<file path="src/rtl/tqvp_uart_pkg.sv">
// Shared types and constants for the tinyQV extended UART receiver.
// Optional build macro: TQVP_UART_RX_MAJORITY_EN (3-sample majority voting).
package tqvp_uart_pkg;

  typedef enum logic [2:0] {
    ST_IDLE   = 3'd0,
    ST_START  = 3'd1,
    ST_DATA   = 3'd2,
    ST_PARITY = 3'd3,
    ST_STOP1  = 3'd4,
    ST_STOP2  = 3'd5
  } rx_state_e;

  localparam logic [1:0] DBITS_5 = 2'd0;
  localparam logic [1:0] DBITS_6 = 2'd1;
  localparam logic [1:0] DBITS_7 = 2'd2;
  localparam logic [1:0] DBITS_8 = 2'd3;

  localparam int unsigned DATA_W         = 8;
  localparam int unsigned DATA_LSB       = 0;
  localparam int unsigned FRAME_ERR_BIT  = 8;
  localparam int unsigned PARITY_ERR_BIT = 9;
  localparam int unsigned ENTRY_W        = 10;

  // Index of the last data bit for a given cfg_data_bits code.
  function automatic logic [2:0] last_bit_idx(input logic [1:0] cfg);
    return 3'(cfg) + 3'd4;
  endfunction

endpackage

</file>
<file path="src/rtl/tqvp_uart_rx_fifo.sv">
// Receive FIFO: registered storage, combinational head, drops pushes when full
// unless a pop frees a slot in the same cycle.
module tqvp_uart_rx_fifo
  import tqvp_uart_pkg::*;
#(
  parameter  int unsigned DEPTH = 4,
  localparam int unsigned AW    = $clog2(DEPTH)
) (
  input  logic               clk,
  input  logic               resetn,
  input  logic               i_push,
  input  logic [ENTRY_W-1:0] i_entry,
  input  logic               i_pop,
  output logic [ENTRY_W-1:0] o_head_c,
  output logic               o_empty_c,
  output logic               o_full_c,
  output logic               o_drop_c,
  output logic [AW:0]        o_level,
  output logic [AW:0]        o_level_next_c
);

  logic [ENTRY_W-1:0] r_mem [DEPTH];
  logic [AW-1:0]      r_rd;
  logic [AW-1:0]      r_wr;
  logic [AW:0]        r_level;
  logic               w_pop;
  logic               w_push_ok;

  assign o_empty_c      = (r_level == '0);
  assign o_full_c       = (r_level == (AW+1)'(DEPTH));
  assign w_pop          = i_pop && !o_empty_c;
  assign w_push_ok      = i_push && (!o_full_c || w_pop);
  assign o_drop_c       = i_push && !w_push_ok;
  assign o_level_next_c = r_level + (AW+1)'(w_push_ok) - (AW+1)'(w_pop);
  assign o_head_c       = o_empty_c ? '0 : r_mem[r_rd];
  assign o_level        = r_level;

  always_ff @(posedge clk) begin
    if (w_push_ok) r_mem[r_wr] <= i_entry;
  end

  always_ff @(posedge clk) begin
    if (!resetn) begin
      r_rd    <= '0;
      r_wr    <= '0;
      r_level <= '0;
    end else begin
      if (w_push_ok) r_wr <= r_wr + AW'(1);
      if (w_pop)     r_rd <= r_rd + AW'(1);
      r_level <= o_level_next_c;
    end
  end

endmodule

</file>
<file path="src/rtl/tqvp_uart_rx_ext.sv">
// Configurable UART receiver (5-8 data bits, parity, 1/2 stop) with receive FIFO,
// sticky overrun and RTS flow control. Macro TQVP_UART_RX_MAJORITY_EN enables voting.
module tqvp_uart_rx_ext
  import tqvp_uart_pkg::*;
#(
  parameter  int unsigned COUNT_REG_LEN = 13,
  parameter  int unsigned FIFO_DEPTH    = 4,
  localparam int unsigned FIFO_AW       = $clog2(FIFO_DEPTH)
) (
  input  logic                     clk,
  input  logic                     resetn,
  input  logic                     uart_rxd,
  output logic                     uart_rts,
  input  logic [COUNT_REG_LEN-1:0] baud_divider,
  input  logic [1:0]               cfg_data_bits,
  input  logic                     cfg_parity_en,
  input  logic                     cfg_parity_odd,
  input  logic                     cfg_two_stop,
  input  logic                     rx_read,
  input  logic                     err_clear,
  output logic                     rx_valid,
  output logic [DATA_W-1:0]        rx_data,
  output logic                     rx_frame_err,
  output logic                     rx_parity_err,
  output logic                     rx_overrun,
  output logic [FIFO_AW:0]         rx_level
);

  rx_state_e                r_state;
  rx_state_e                w_next;
  logic [1:0]               r_sync;
  logic                     w_rxd;
  logic [COUNT_REG_LEN-1:0] r_cnt;
  logic [COUNT_REG_LEN-1:0] w_half;
  logic                     w_samp_evt;
  logic                     w_samp;
  logic                     w_bit_end;
  logic [2:0]               r_idx;
  logic [2:0]               r_last_idx;
  logic                     r_par_en;
  logic                     r_par_odd;
  logic                     r_two_stop;
  logic [DATA_W-1:0]        r_data;
  logic                     r_perr;
  logic                     r_ferr;
  logic                     w_push;
  logic                     w_stop_err;
  logic [ENTRY_W-1:0]       w_entry;
  logic [ENTRY_W-1:0]       w_head;
  logic                     w_empty;
  logic                     w_full;
  logic                     w_drop;
  logic [FIFO_AW:0]         w_level_next;
  logic                     r_overrun;
  logic                     r_rts;

  always_ff @(posedge clk) begin
    if (!resetn) r_sync <= 2'b11;
    else         r_sync <= {r_sync[0], uart_rxd};
  end
  assign w_rxd = r_sync[1];

  assign w_half    = baud_divider >> 1;
  assign w_bit_end = (r_cnt == baud_divider);

`ifdef TQVP_UART_RX_MAJORITY_EN
  // Two history flops give samples at half-1 and half; vote is taken at half+1.
  logic [1:0] r_hist;
  always_ff @(posedge clk) begin
    if (!resetn) r_hist <= 2'b11;
    else         r_hist <= {r_hist[0], w_rxd};
  end
  assign w_samp_evt = (r_cnt == w_half + COUNT_REG_LEN'(1));
  assign w_samp     = (w_rxd & r_hist[0]) | (w_rxd & r_hist[1]) | (r_hist[0] & r_hist[1]);
`else
  assign w_samp_evt = (r_cnt == w_half);
  assign w_samp     = w_rxd;
`endif

  always_ff @(posedge clk) begin
    if (!resetn) r_state <= ST_IDLE;
    else         r_state <= w_next;
  end

  always_comb begin
    w_next = r_state;
    case (r_state)
      ST_IDLE:   if (!w_rxd) w_next = ST_START;
      ST_START: begin
        if (w_samp_evt && w_samp) w_next = ST_IDLE;
        else if (w_bit_end)       w_next = ST_DATA;
      end
      ST_DATA:   if (w_bit_end && (r_idx == r_last_idx)) w_next = r_par_en ? ST_PARITY : ST_STOP1;
      ST_PARITY: if (w_bit_end) w_next = ST_STOP1;
      ST_STOP1: begin
        if (!r_two_stop && w_samp_evt)    w_next = ST_IDLE;
        else if (r_two_stop && w_bit_end) w_next = ST_STOP2;
      end
      ST_STOP2:  if (w_samp_evt) w_next = ST_IDLE;
      default:   w_next = ST_IDLE;
    endcase
  end

  // Push at the last stop sample so a back-to-back start bit is not missed.
  always_comb begin
    w_push     = 1'b0;
    w_stop_err = r_ferr;
    case (r_state)
      ST_STOP1: begin
        w_stop_err = !w_samp;
        w_push     = w_samp_evt && !r_two_stop;
      end
      ST_STOP2: w_push = w_samp_evt;
      default:  ;
    endcase
    w_entry                        = '0;
    w_entry[DATA_LSB +: DATA_W]    = r_data;
    w_entry[FRAME_ERR_BIT]         = w_stop_err;
    w_entry[PARITY_ERR_BIT]        = r_perr;
  end

  always_ff @(posedge clk) begin
    if (!resetn) begin
      r_cnt      <= '0;
      r_idx      <= '0;
      r_last_idx <= '0;
      r_par_en   <= 1'b0;
      r_par_odd  <= 1'b0;
      r_two_stop <= 1'b0;
      r_data     <= '0;
      r_perr     <= 1'b0;
      r_ferr     <= 1'b0;
    end else if (r_state == ST_IDLE) begin
      r_cnt <= '0;
      if (!w_rxd) begin
        r_idx      <= '0;
        r_last_idx <= last_bit_idx(cfg_data_bits);
        r_par_en   <= cfg_parity_en;
        r_par_odd  <= cfg_parity_odd;
        r_two_stop <= cfg_two_stop;
        r_data     <= '0;
        r_perr     <= 1'b0;
        r_ferr     <= 1'b0;
      end
    end else begin
      r_cnt <= w_bit_end ? '0 : r_cnt + COUNT_REG_LEN'(1);
      if (w_samp_evt) begin
        case (r_state)
          ST_DATA:   r_data[r_idx] <= w_samp;
          ST_PARITY: r_perr <= w_samp ^ (^r_data) ^ r_par_odd;
          ST_STOP1:  r_ferr <= !w_samp;
          default:   ;
        endcase
      end
      if (w_bit_end && (r_state == ST_DATA)) r_idx <= r_idx + 3'd1;
    end
  end

  tqvp_uart_rx_fifo #(
    .DEPTH (FIFO_DEPTH)
  ) u_fifo (
    .clk            (clk),
    .resetn         (resetn),
    .i_push         (w_push),
    .i_entry        (w_entry),
    .i_pop          (rx_read),
    .o_head_c       (w_head),
    .o_empty_c      (w_empty),
    .o_full_c       (w_full),
    .o_drop_c       (w_drop),
    .o_level        (rx_level),
    .o_level_next_c (w_level_next)
  );

  // Overrun: set has priority over clear.
  always_ff @(posedge clk) begin
    if (!resetn)        r_overrun <= 1'b0;
    else if (w_drop)    r_overrun <= 1'b1;
    else if (err_clear) r_overrun <= 1'b0;
  end

  always_ff @(posedge clk) begin
    if (!resetn) r_rts <= 1'b1;
    else         r_rts <= (w_level_next >= (FIFO_AW+1)'(FIFO_DEPTH - 1));
  end

  logic w_unused_full;
  assign w_unused_full = w_full;

  assign uart_rts      = r_rts;
  assign rx_overrun    = r_overrun;
  assign rx_valid      = !w_empty;
  assign rx_data       = w_head[DATA_LSB +: DATA_W];
  assign rx_frame_err  = w_head[FRAME_ERR_BIT];
  assign rx_parity_err = w_head[PARITY_ERR_BIT];

endmodule

</file>
<file path="config.mk">
export PLATFORM = sky130hd
export DESIGN_NAME = tqvp_uart_rx_ext
export DESIGN_NICKNAME = d
export VERILOG_FILES = /design/src/rtl/tqvp_uart_pkg.sv /design/src/rtl/tqvp_uart_rx_fifo.sv /design/src/rtl/tqvp_uart_rx_ext.sv
export SDC_FILE = /design/constraint.sdc
export NUM_CORES = 1
export LEC_CHECK = 0
export BUFFER_PORTS_ARGS = -buffer_cell sky130_fd_sc_hd__buf_2
export CORE_UTILIZATION = 51
export DETAILED_ROUTE_END_ITERATION = 10
export GPL_TIMING_DRIVEN = 0
export PLACE_DENSITY = 0.78
export SLEW_MARGIN = 20
export SYNTH_ARGS = -nofsm -noshare
export SYNTH_HDL_FRONTEND = slang
export SYNTH_SLANG_ARGS = --single-unit
</file>
<file path="constraint.sdc">
create_clock -name clk -period 2.75 [get_ports clk]
set_clock_uncertainty 0.2 [all_clocks]
set_input_delay 0 -clock clk [delete_from_list [all_inputs] [get_ports clk]]
set_output_delay 0 -clock clk [all_outputs]
set_load 0.01 [all_outputs]
</file>
==> results of run 1 <==
area by class of cell:
cell class                 count  area (um^2)  area share, %
sequential                    88         2160           45.1
multi-input combinational    242         1820           38.0
timing repair buffer          53          338           7.05
clock buffer                  10          149           3.11
tap                          102          128           2.66
buffer                        16         75.1           1.57
clock inverter                 6         71.3           1.49
inverter                      13         48.8           1.02
final timing paths:
kind / endpoint / slack, ns / depth (start not counted) / start
worst max register to register: uart_rts$_SDFF_PN1_ / 0.16 / 9 / u_fifo.o_level[2]$_SDFF_PN0_
worst max-delay path: uart_rts$_SDFF_PN1_ / 0.16 / 9 / u_fifo.o_level[2]$_SDFF_PN0_
worst min-delay path: r_idx[2]$_SDFFE_PN0P_ / 0.02 / 7 / baud_divider[0]
worst min register to register: r_sync[1]$_SDFF_PN1_ / 0.21 / 1 / r_sync[0]$_SDFF_PN1_
cells in the mapped netlist (2+ instances only):
master | n | area, um^2
buf_2 | 6 | 30.0
or3_1 | 2 | 12.5
clkbuf_1 | 8 | 30.0
and2_1 | 13 | 81.3
nor2b_1 | 2 | 12.5
a21oi_1 | 9 | 45.0
ha_1 | 8 | 100
and4bb_2 | 2 | 25.0
nand3_1 | 13 | 65.1
dfxtp_1 | 48 | 961
nand2_1 | 33 | 124
xnor2_1 | 26 | 228
inv_1 | 13 | 48.8
mux2i_1 | 12 | 120
nor4_1 | 3 | 18.8
o21ai_0 | 6 | 30.0
edfxtp_1 | 40 | 1200
and3_1 | 6 | 37.5
nand4_1 | 4 | 25.0
xor2_1 | 29 | 254
nor3_1 | 4 | 20.0
nand3b_1 | 2 | 15.0
nand2b_1 | 4 | 25.0
nand4b_1 | 3 | 26.3
mux4_2 | 10 | 225
nor2_1 | 30 | 113
and2_2 | 5 | 37.5
a22oi_1 | 2 | 15.0
kinds of logic (layout without fill, tap and decap cells):
family                   Yosys count  count (layout)
AO/OA/AOI/OAI                     23              23
XOR/XNOR                          55              55
adder cells (fa/ha/maj)            9               9
buffers and inverters             29              98
flip-flops                        88              88
multiplexers                      23              23
AND/OR/NAND/NOR                  132             132
layer usage:
| layer | vias up | routed length [um] | GRT usage, % | share of wire, % |
|---|---|---|---|---|
| li1 | 1370 | - | - | - |
| met1 | 1322 | 3200 | 22.2 | 43 |
| met2 | 74 | 3850 | 35.0 | 52 |
| met3 | 12 | 281 | 3.18 | 3.8 |
| met4 | 0 | 140 | 7.14 | 1.9 |
| met5 | - | 0 | 0 | 0 |
worst max-delay path, stage by stage (launching register included):
cell and delay (ns):
dfxtp_1 0.36, or3_4 0.42, and2_1 0.21, ha_1 0.28
inv_1 0.04, ha_1 0.19, fa_2 0.36, xnor2_2 0.18
xnor2_2 0.14, nand3_1 0.10
placed cells by master, fill, tap and decap left out, types with 13 or more instances in the layout:
master / count
and2_1: 13
buf_2: 44
dfxtp_1: 46
dlygate4sd3_1: 14
edfxtp_1: 40
inv_1: 13
nand2_1: 33
nand3_1: 13
nor2_1: 30
xnor2_1: 24
xor2_1: 29
registers in the layout (all words and copies together) (netlist names), named ones only:
name,flops
r_last_idx,3
r_par_odd,1
r_data,8
r_sync,2
r_two_stop,1
u_fifo.o_level,3
r_perr,1
r_idx,3
r_ferr,1
r_par_en,1
u_fifo.r_mem,40
u_fifo.r_wr,2
rx_overrun,1
u_fifo.r_rd,2
r_state,3
r_cnt,13
uart_rts,1
per-stage QoR:
| stage | std cells | worst slack [ns] | utilization, % |
|---|---|---|---|
| final | 530 | 0.158 | 62.0 |
| after global routing | 530 | 0.0228 | 62.0 |
| after CTS | 529 | 0.0480 | 61.6 |
| after detailed placement | 499 | 0.0592 | 57.0 |
| after global placement | 499 | 0.117 | 57.0 |
| after floorplan | 359 | 0.248 | - |
repair_timing:
item | 4_1_cts | 5_1_grt
buffers inserted | 0 | 1
gates resized for setup | 0 | 6
setup endpoints to repair | 0 | 3
hold buffers | 14 | 0
endpoints found under the hold margin | 24 | 0
power groups by stage:
stage	combinational [mW]	clock, mW	sequential [mW]
after CTS	0.932	0.972	1.47
after global routing	1.07	1.03	1.48
after detailed placement	0.910	0	1.50
after floorplan	0.636	0	1.50
final	0.977	0.955	1.48
after global placement	0.886	0	1.50
==> impl_metrics.ini, run 1 <==
[run]
drv_cap = 0

[critical_path]
critical_path_class = reg -> reg
critPathRequiredTime_ns = 2.77
worstPathMaxFanout = 4
start_kind = register
cp.arrival_ns = 2.61
cp-end-kind = register

[power_and_ir_drop]
internal_power_mw = 2.39
comb_power_share_pct = 28.7
p_sw_mw = 1.02
ir_drop_mv = 0.295
leakagePower_nw = 1.89
power_density_nw_per_um2 = 711
clkPwrFrac_pct = 28.0
report.power.total_mw = 3.41
pwr-share-seq_pct = 43.3
swShare_pct = 29.9

[cells_and_area]
nets = 455
final_area_um2 = 4790
drive_gt1_share_pct = 21.3
fillers = 604
antenna_cells = 0
area_growth_pct = 17.4

[floorplan]
die_w_um = 91.5
core_um2 = 7730
die_area_um2 = 8370
floorplan.initialDensity_pct = 52.8
fp-row-count = 32
dieHeight_um = 91.5
io_pins = 39

[worst_hold_path]
min_path_type = in -> reg

[drt]
wl_per_cell_um = 14.1
first_pass_iters = 4
drc = 0
vias = 2778
vias_per_cell = 5.24
ant_nets = 0
drt_iter0_drc = 96
wl_um = 7480

[clock_tree]
h-tree-depth = 3
cts_root_buf = clkbuf_8
insertion_delay_ns = 0.36
clk_pin_slew_ns = 0.09
clock-sinks = 88
cts_tree = done
cts_max_path_buffers = 2
cts_buffers = 9

[sta]
worstMarginPinSlew_ns = 0.782
final-hold-violation-count = 0
rsz0062_at_grt = false
hold_slack_ns = 0.0222
relSlewSlack_pct = 47.4
fmax_ghz = 0.386
post-route-min-period_ns = 2.59
setup_viol = 0
drv_slew = 0
min_period_over_period_pct = 94.2
fin_tns_setup_ns = 0

[logic_synthesis]
ys_ff_latch = 88
ys.flop_type = dfxtp_1
syn_area_per_cell_um2 = 11.4
postSynth.asyncResetShare_pct = 0
synthAdderAreaFrac_pct = 2.94
synth-simple-area-share_pct = 17.2
synth-seq-area-share_pct = 52.9
synth_top_family_by_area = simple AND/OR/NAND/NOR gates
synth_warnings = 0
synth_fp_nets = 391
syn_area_um2 = 4080
synth_edf_count = 40
synth_cells = 359
yosysUniqueCellTypes = 44
synth_xor_area_share_pct = 11.8
muxShareOfSynthArea_pct = 8.73
synth_compound_area_share_pct = 3.37

[global_route]
grt_pass1_wl_um = 12500
grt_max_degree = 17
grt_antenna_before_repair = 0
grtUsageTotal_pct = 19.1
grt-ovfl-total = 0
grt_pass1_vias = 2769

[placement]
place.gp.congestion = 0.838
hpwl_um = 5160
portBuffers = 38
place_area_um2 = 4400

[status]
status = finished clean
Power figures use the tool's default switching activity.
==> run 2, diff against run 1 <==
--- a/config.mk
+++ b/config.mk
@@ -6,6 +6,7 @@
 export NUM_CORES = 1
 export LEC_CHECK = 0
 export BUFFER_PORTS_ARGS = -buffer_cell sky130_fd_sc_hd__buf_2
+export CORE_MARGIN = 2
 export CORE_UTILIZATION = 51
 export DETAILED_ROUTE_END_ITERATION = 10
 export GPL_TIMING_DRIVEN = 0
==> run 2 against run 1 <==
Global-route usage decreased by 0.52 points. First-iteration DRC count decreased by 24%. Fmax decreased by 2.2%. Non-clock buffer count increased by 7. Final cell count increased by 1.3%. Combinational power decreased by 0.4%. Setup slack got worse by 0.059 ns. Critical endpoint unchanged. Total power decreased by 3.0%. Critical path depth unchanged.
==> impl_metrics.ini, run 2 (synthesis results as in run 1) <==
[status]
status = finished clean

[clock_tree]
cts_buffers = 9
cts_tree = done
clock-sinks = 88
clk_pin_slew_ns = 0.08
cts_root_buf = clkbuf_8
insertion_delay_ns = 0.35
h-tree-depth = 3
cts_max_path_buffers = 2

[critical_path]
cp_top_family = adder cells
cp-end-kind = register
start_kind = register
worstPathMaxFanout = 4
critPathRequiredTime_ns = 2.76
cp.arrival_ns = 2.66
slowest_delay_ns = 0.42
crit_chain = or3_4 > and2_1 > ha_1 > inv_1 > ha_2 > fa_2 > xnor2_2 > xnor2_2 > nand3_1
crit_buf_inv = 1
regToRegEndpoint = uart_rts$_SDFF_PN1_
path_common_cell = xnor2_2
reg2reg_setup_slack_ns = 0.1
critical_path_class = reg -> reg
slowest_stage = or3_4
r2r_start = u_fifo.o_level[2]$_SDFF_PN0_
ff2ff_path_depth = 9

[sta]
min_period_over_period_pct = 96.4
rsz0062_at_grt = true
relSlewSlack_pct = 44.2
drv_slew = 0
worstMarginPinSlew_ns = 0.831
setup_viol = 0
hold_slack_ns = 0.0388
fmax_ghz = 0.377
final-hold-violation-count = 0
post-route-min-period_ns = 2.65

[drt]
vias = 2816
drt_iter0_drc = 73
wl_per_cell_um = 14.1
ant_nets = 0
first_pass_iters = 4
wl_um = 7550
drc = 0
vias_per_cell = 5.24

[global_route]
grt_antenna_before_repair = 0
grt-ovfl-total = 0
grtUsageTotal_pct = 18.6
grt_pass1_wl_um = 12700
grt_max_degree = 17
grt_pass1_vias = 2737

[power_and_ir_drop]
power_density_nw_per_um2 = 684
ir_drop_mv = 0.349
report.power.total_mw = 3.31
leakagePower_nw = 1.92

[placement]
place_area_um2 = 4400
portBuffers = 38
hpwl_um = 5300
place.gp.congestion = 0.883

[cells_and_area]
top_regs = u_fifo.r_mem (40), r_cnt (13), r_data (8)
antenna_cells = 0
final_common_cell = dfxtp_1
drive_gt1_share_pct = 23.4
largest_register_ff_count = 40
top_register = u_fifo.r_mem
final_area_um2 = 4830
area_growth_pct = 18.4
nets = 462
most-common-layout-cells = 44 x dfxtp_1, 43 x buf_2, 40 x edfxtp_1, 33 x nand2_1, 30 x nor2_1

[floorplan]
fp-row-count = 32
floorplan.initialDensity_pct = 52.8
io_pins = 39
die_area_um2 = 8740
die_w_um = 93.5
dieHeight_um = 93.5
core_um2 = 7730

[run]
drv_cap = 0

[worst_hold_path]
hold_start = baud_divider[0]
min_path_type = in -> reg
hold_depth = 7
whs_endpoint = r_idx[2]$_SDFFE_PN0P_
[run 2: repair_timing]
| item | 4_1_cts | 5_1_grt |
|---|---|---|
| setup endpoints to repair | 0 | 3 |
| endpoints found under the hold margin | 26 | 0 |
| hold buffers | 14 | 0 |
| buffers inserted | 0 | 8 |
| resized for setup | 0 | 11 |
[run 2: metrics by stage]
stage                     setup TNS (ns)  setup WS, ns  std cells  utilization (%)
after floorplan                        0         0.248        359                -
after global placement                 0         0.121        499             57.0
after detailed placement               0        0.0454        499             57.0
after CTS                              0        0.0252        529             61.3
after global routing             -0.0708       -0.0612        537             62.6
final                                  0        0.0996        537             62.6
[run 2: worst min-delay path, cell delays in order]
cell     delay (ns)
buf_2          0.08
xnor2_1        0.05
nand4_1        0.09
nor3_1         0.08
nand4_1        0.11
xor2_1         0.07
nor2_1         0.07
[run 2: where the power goes]
group          leakage, nW  total [mW]  internal (mW)  switching [mW]
clock                0.104       0.857          0.395           0.462
sequential           0.786        1.47           1.42          0.0509
combinational         1.03       0.973          0.480           0.493
total                 1.92        3.31           2.30            1.01
[run 2: worst max path at each step]
stage                                       startpoint  slack [ns]  cells past startpoint                  end
final                     u_fifo.o_level[2]$_SDFF_PN0_         0.1                      9  uart_rts$_SDFF_PN1_
after global routing               r_cnt[4]$_SDFF_PP0_       -0.06                     10  uart_rts$_SDFF_PN1_
after CTS                          r_cnt[5]$_SDFF_PP0_        0.03                     10  uart_rts$_SDFF_PN1_
after detailed placement           r_cnt[5]$_SDFF_PP0_        0.05                      9  uart_rts$_SDFF_PN1_
after global placement             r_cnt[5]$_SDFF_PP0_        0.12                      9  uart_rts$_SDFF_PN1_
after floorplan           u_fifo.o_level[2]$_SDFF_PN0_        0.25                      9  uart_rts$_SDFF_PN1_
[run 2: final cells by class]
class | instances | area [um^2]
inverters | 13 | 48.8
clock buffers | 10 | 149
well taps | 102 | 128
multi-input cells | 242 | 1830
clock inverters | 6 | 46.3
flip-flops and latches | 88 | 2170
repair buffers | 60 | 390
plain buffers | 16 | 77.6
fillers | 616 | 2890
[run 2: metal layers]
layer	track usage [%]	part of all wire (%)
met1	24.0	44
met2	30.8	51
met3	3.87	3.9
met4	7.11	1.5
met5	0	0
==> run 3, diff against run 2 <==
--- a/config.mk
+++ b/config.mk
@@ -10,6 +10,7 @@
 export CORE_UTILIZATION = 51
 export DETAILED_ROUTE_END_ITERATION = 10
 export GPL_TIMING_DRIVEN = 0
+export MAX_ROUTING_LAYER = met4
 export PLACE_DENSITY = 0.78
 export SLEW_MARGIN = 20
 export SYNTH_ARGS = -nofsm -noshare
==> run 3 against run 2 <==
Routed wire length up 0.73%. Total power up 0.13%. Fmax about the same. Utilization unchanged. Critical path type unchanged.
==> impl_metrics.ini, run 3 (synthesis results as in run 1) <==
[drt]
wl_um = 7610
vias_per_cell = 5.24
dr_wl_met2_um = 3800
vias = 2816
ant_nets = 0
drc = 0
wl_met3_um = 298
top_layer_used = met4
wl_per_cell_um = 14.2
drt_iter0_drc = 69
first_pass_iters = 4
drt-met1-wl_um = 3400

[cells_and_area]
largest_register_ff_count = 40
register_area_um2 = 2170
fillers = 616
nets = 462
multi_input_area_um2 = 1830
drive_gt1_share_pct = 23.4
antenna_cells = 0
top_register = u_fifo.r_mem
area_growth_pct = 18.4
final_common_cell = dfxtp_1
most-common-layout-cells = 44 x dfxtp_1, 43 x buf_2, 40 x edfxtp_1, 33 x nand2_1, 30 x nor2_1
top_regs = u_fifo.r_mem (40), r_cnt (13), r_data (8)

[critical_path]
cp_top_family = adder cells
worstPathMaxFanout = 4
path_common_cell = xnor2_2
setup.worst_path.start = u_fifo.o_level[2]$_SDFF_PN0_
reg2reg_setup_slack_ns = 0.10
crit_chain = or3_4 > and2_1 > ha_1 > inv_1 > ha_2 > fa_2 > xnor2_2 > xnor2_2 > nand3_1
slowest_stage = or3_4
critPathRequiredTime_ns = 2.76
regToRegEndpoint = uart_rts$_SDFF_PN1_
crit_buf_inv = 1
cp-end-kind = register
r2r_start = u_fifo.o_level[2]$_SDFF_PN0_
critical_path_class = reg -> reg
ff2ff_path_depth = 9
cp.arrival_ns = 2.66
start_kind = register
slowest_delay_ns = 0.42

[placement]
post-place-ws_ns = 0.0454
hpwl_um = 5300
place.gp.congestion = 0.898
portBuffers = 38

[sta]
post-route-min-period_ns = 2.65
final-hold-violation-count = 0
drv_slew = 0
fmax_ghz = 0.378
hold_slack_ns = 0.0371
setup_slack_ns = 0.101
relSlewSlack_pct = 41.0
min_period_over_period_pct = 96.3
setup_viol = 0
fin_tns_setup_ns = 0
worstMarginPinSlew_ns = 0.878
rsz0062_at_grt = true

[status]
status = finished clean

[floorplan]
io_pins = 39
fp-row-count = 32
dieHeight_um = 93.5
core_um2 = 7730
die_w_um = 93.5
floorplan.initialDensity_pct = 52.8
die_area_um2 = 8740

[global_route]
grt-ovfl-total = 0
grt_pass1_wl_um = 12700
grt_antenna_before_repair = 0
grtUsageTotal_pct = 19.1
grt_pass1_vias = 2742
grt_max_degree = 17

[clock_tree]
clk_pin_slew_ns = 0.08
cts_max_path_buffers = 2
cts_buffers = 9
h-tree-depth = 3
cts_tree = done
clock-sinks = 88
insertion_delay_ns = 0.35
cts_root_buf = clkbuf_8

[worst_hold_path]
min_path_type = in -> reg
hold_start = baud_divider[0]
whs_endpoint = r_idx[2]$_SDFFE_PN0P_
hold_depth = 7

[power_and_ir_drop]
ir_drop_mv = 0.350
leakagePower_nw = 1.92
power_density_nw_per_um2 = 685

[run]
drv_cap = 0
## run 3: cell type report
type / count / area share [%]
Buffer: 16 / 1.60
Multi-Input combinational cell: 242 / 37.8
Inverter: 13 / 1.01
Timing Repair Buffer: 60 / 8.07
Clock buffer: 10 / 3.08
Clock inverter: 6 / 0.958
Tap cell: 102 / 2.64
Sequential cell: 88 / 44.8
## run 3: where the power goes
group / switching [mW] / internal [mW] / total [mW]
clock network: 0.467 / 0.395 / 0.862
logic: 0.493 / 0.479 / 0.973
registers: 0.0505 / 1.42 / 1.47
## run 3: metrics by stage
step	instances	cell area, um^2	total power, mW	util [%]
2_1_floorplan	359	4080	2.14	-
3_3_place_gp	499	4400	2.38	57.0
3_5_place_dp	499	4400	2.40	57.0
4_1_cts	529	4740	3.28	61.3
5_1_grt	537	4830	3.51	62.6
6_report	537	4830	3.31	62.6
## run 3: worst max-delay path by stage
| stage | depth (start not counted) | end | slack (ns) |
|---|---|---|---|
| after floorplan | 9 | uart_rts$_SDFF_PN1_ | 0.25 |
| after global placement | 9 | uart_rts$_SDFF_PN1_ | 0.12 |
| after detailed placement | 9 | uart_rts$_SDFF_PN1_ | 0.05 |
| after CTS | 10 | uart_rts$_SDFF_PN1_ | 0.03 |
| after global routing | 10 | uart_rts$_SDFF_PN1_ | -0.06 |
| final | 9 | uart_rts$_SDFF_PN1_ | 0.10 |
## run 3: tightest hold or removal path: stages
cell and delay (ns):
buf_2 0.08, xnor2_1 0.05, nand4_1 0.09, nor3_1 0.08
nand4_1 0.11, xor2_1 0.07, nor2_1 0.07
## run 3: what timing repair did
item                       in CTS  in global routing
gates resized for setup         0                 11
hold endpoints to repair       26                  0
setup buffers                   0                  8
hold buffers                   14                  0
setup endpoints to repair       0                  3
## run 3: routing by layer
metal,GRT usage (%),vias up
li1,-,1384
met1,24.1,1358
met2,30.8,65
met3,4.35,9
met4,6.37,0
met5,-,-
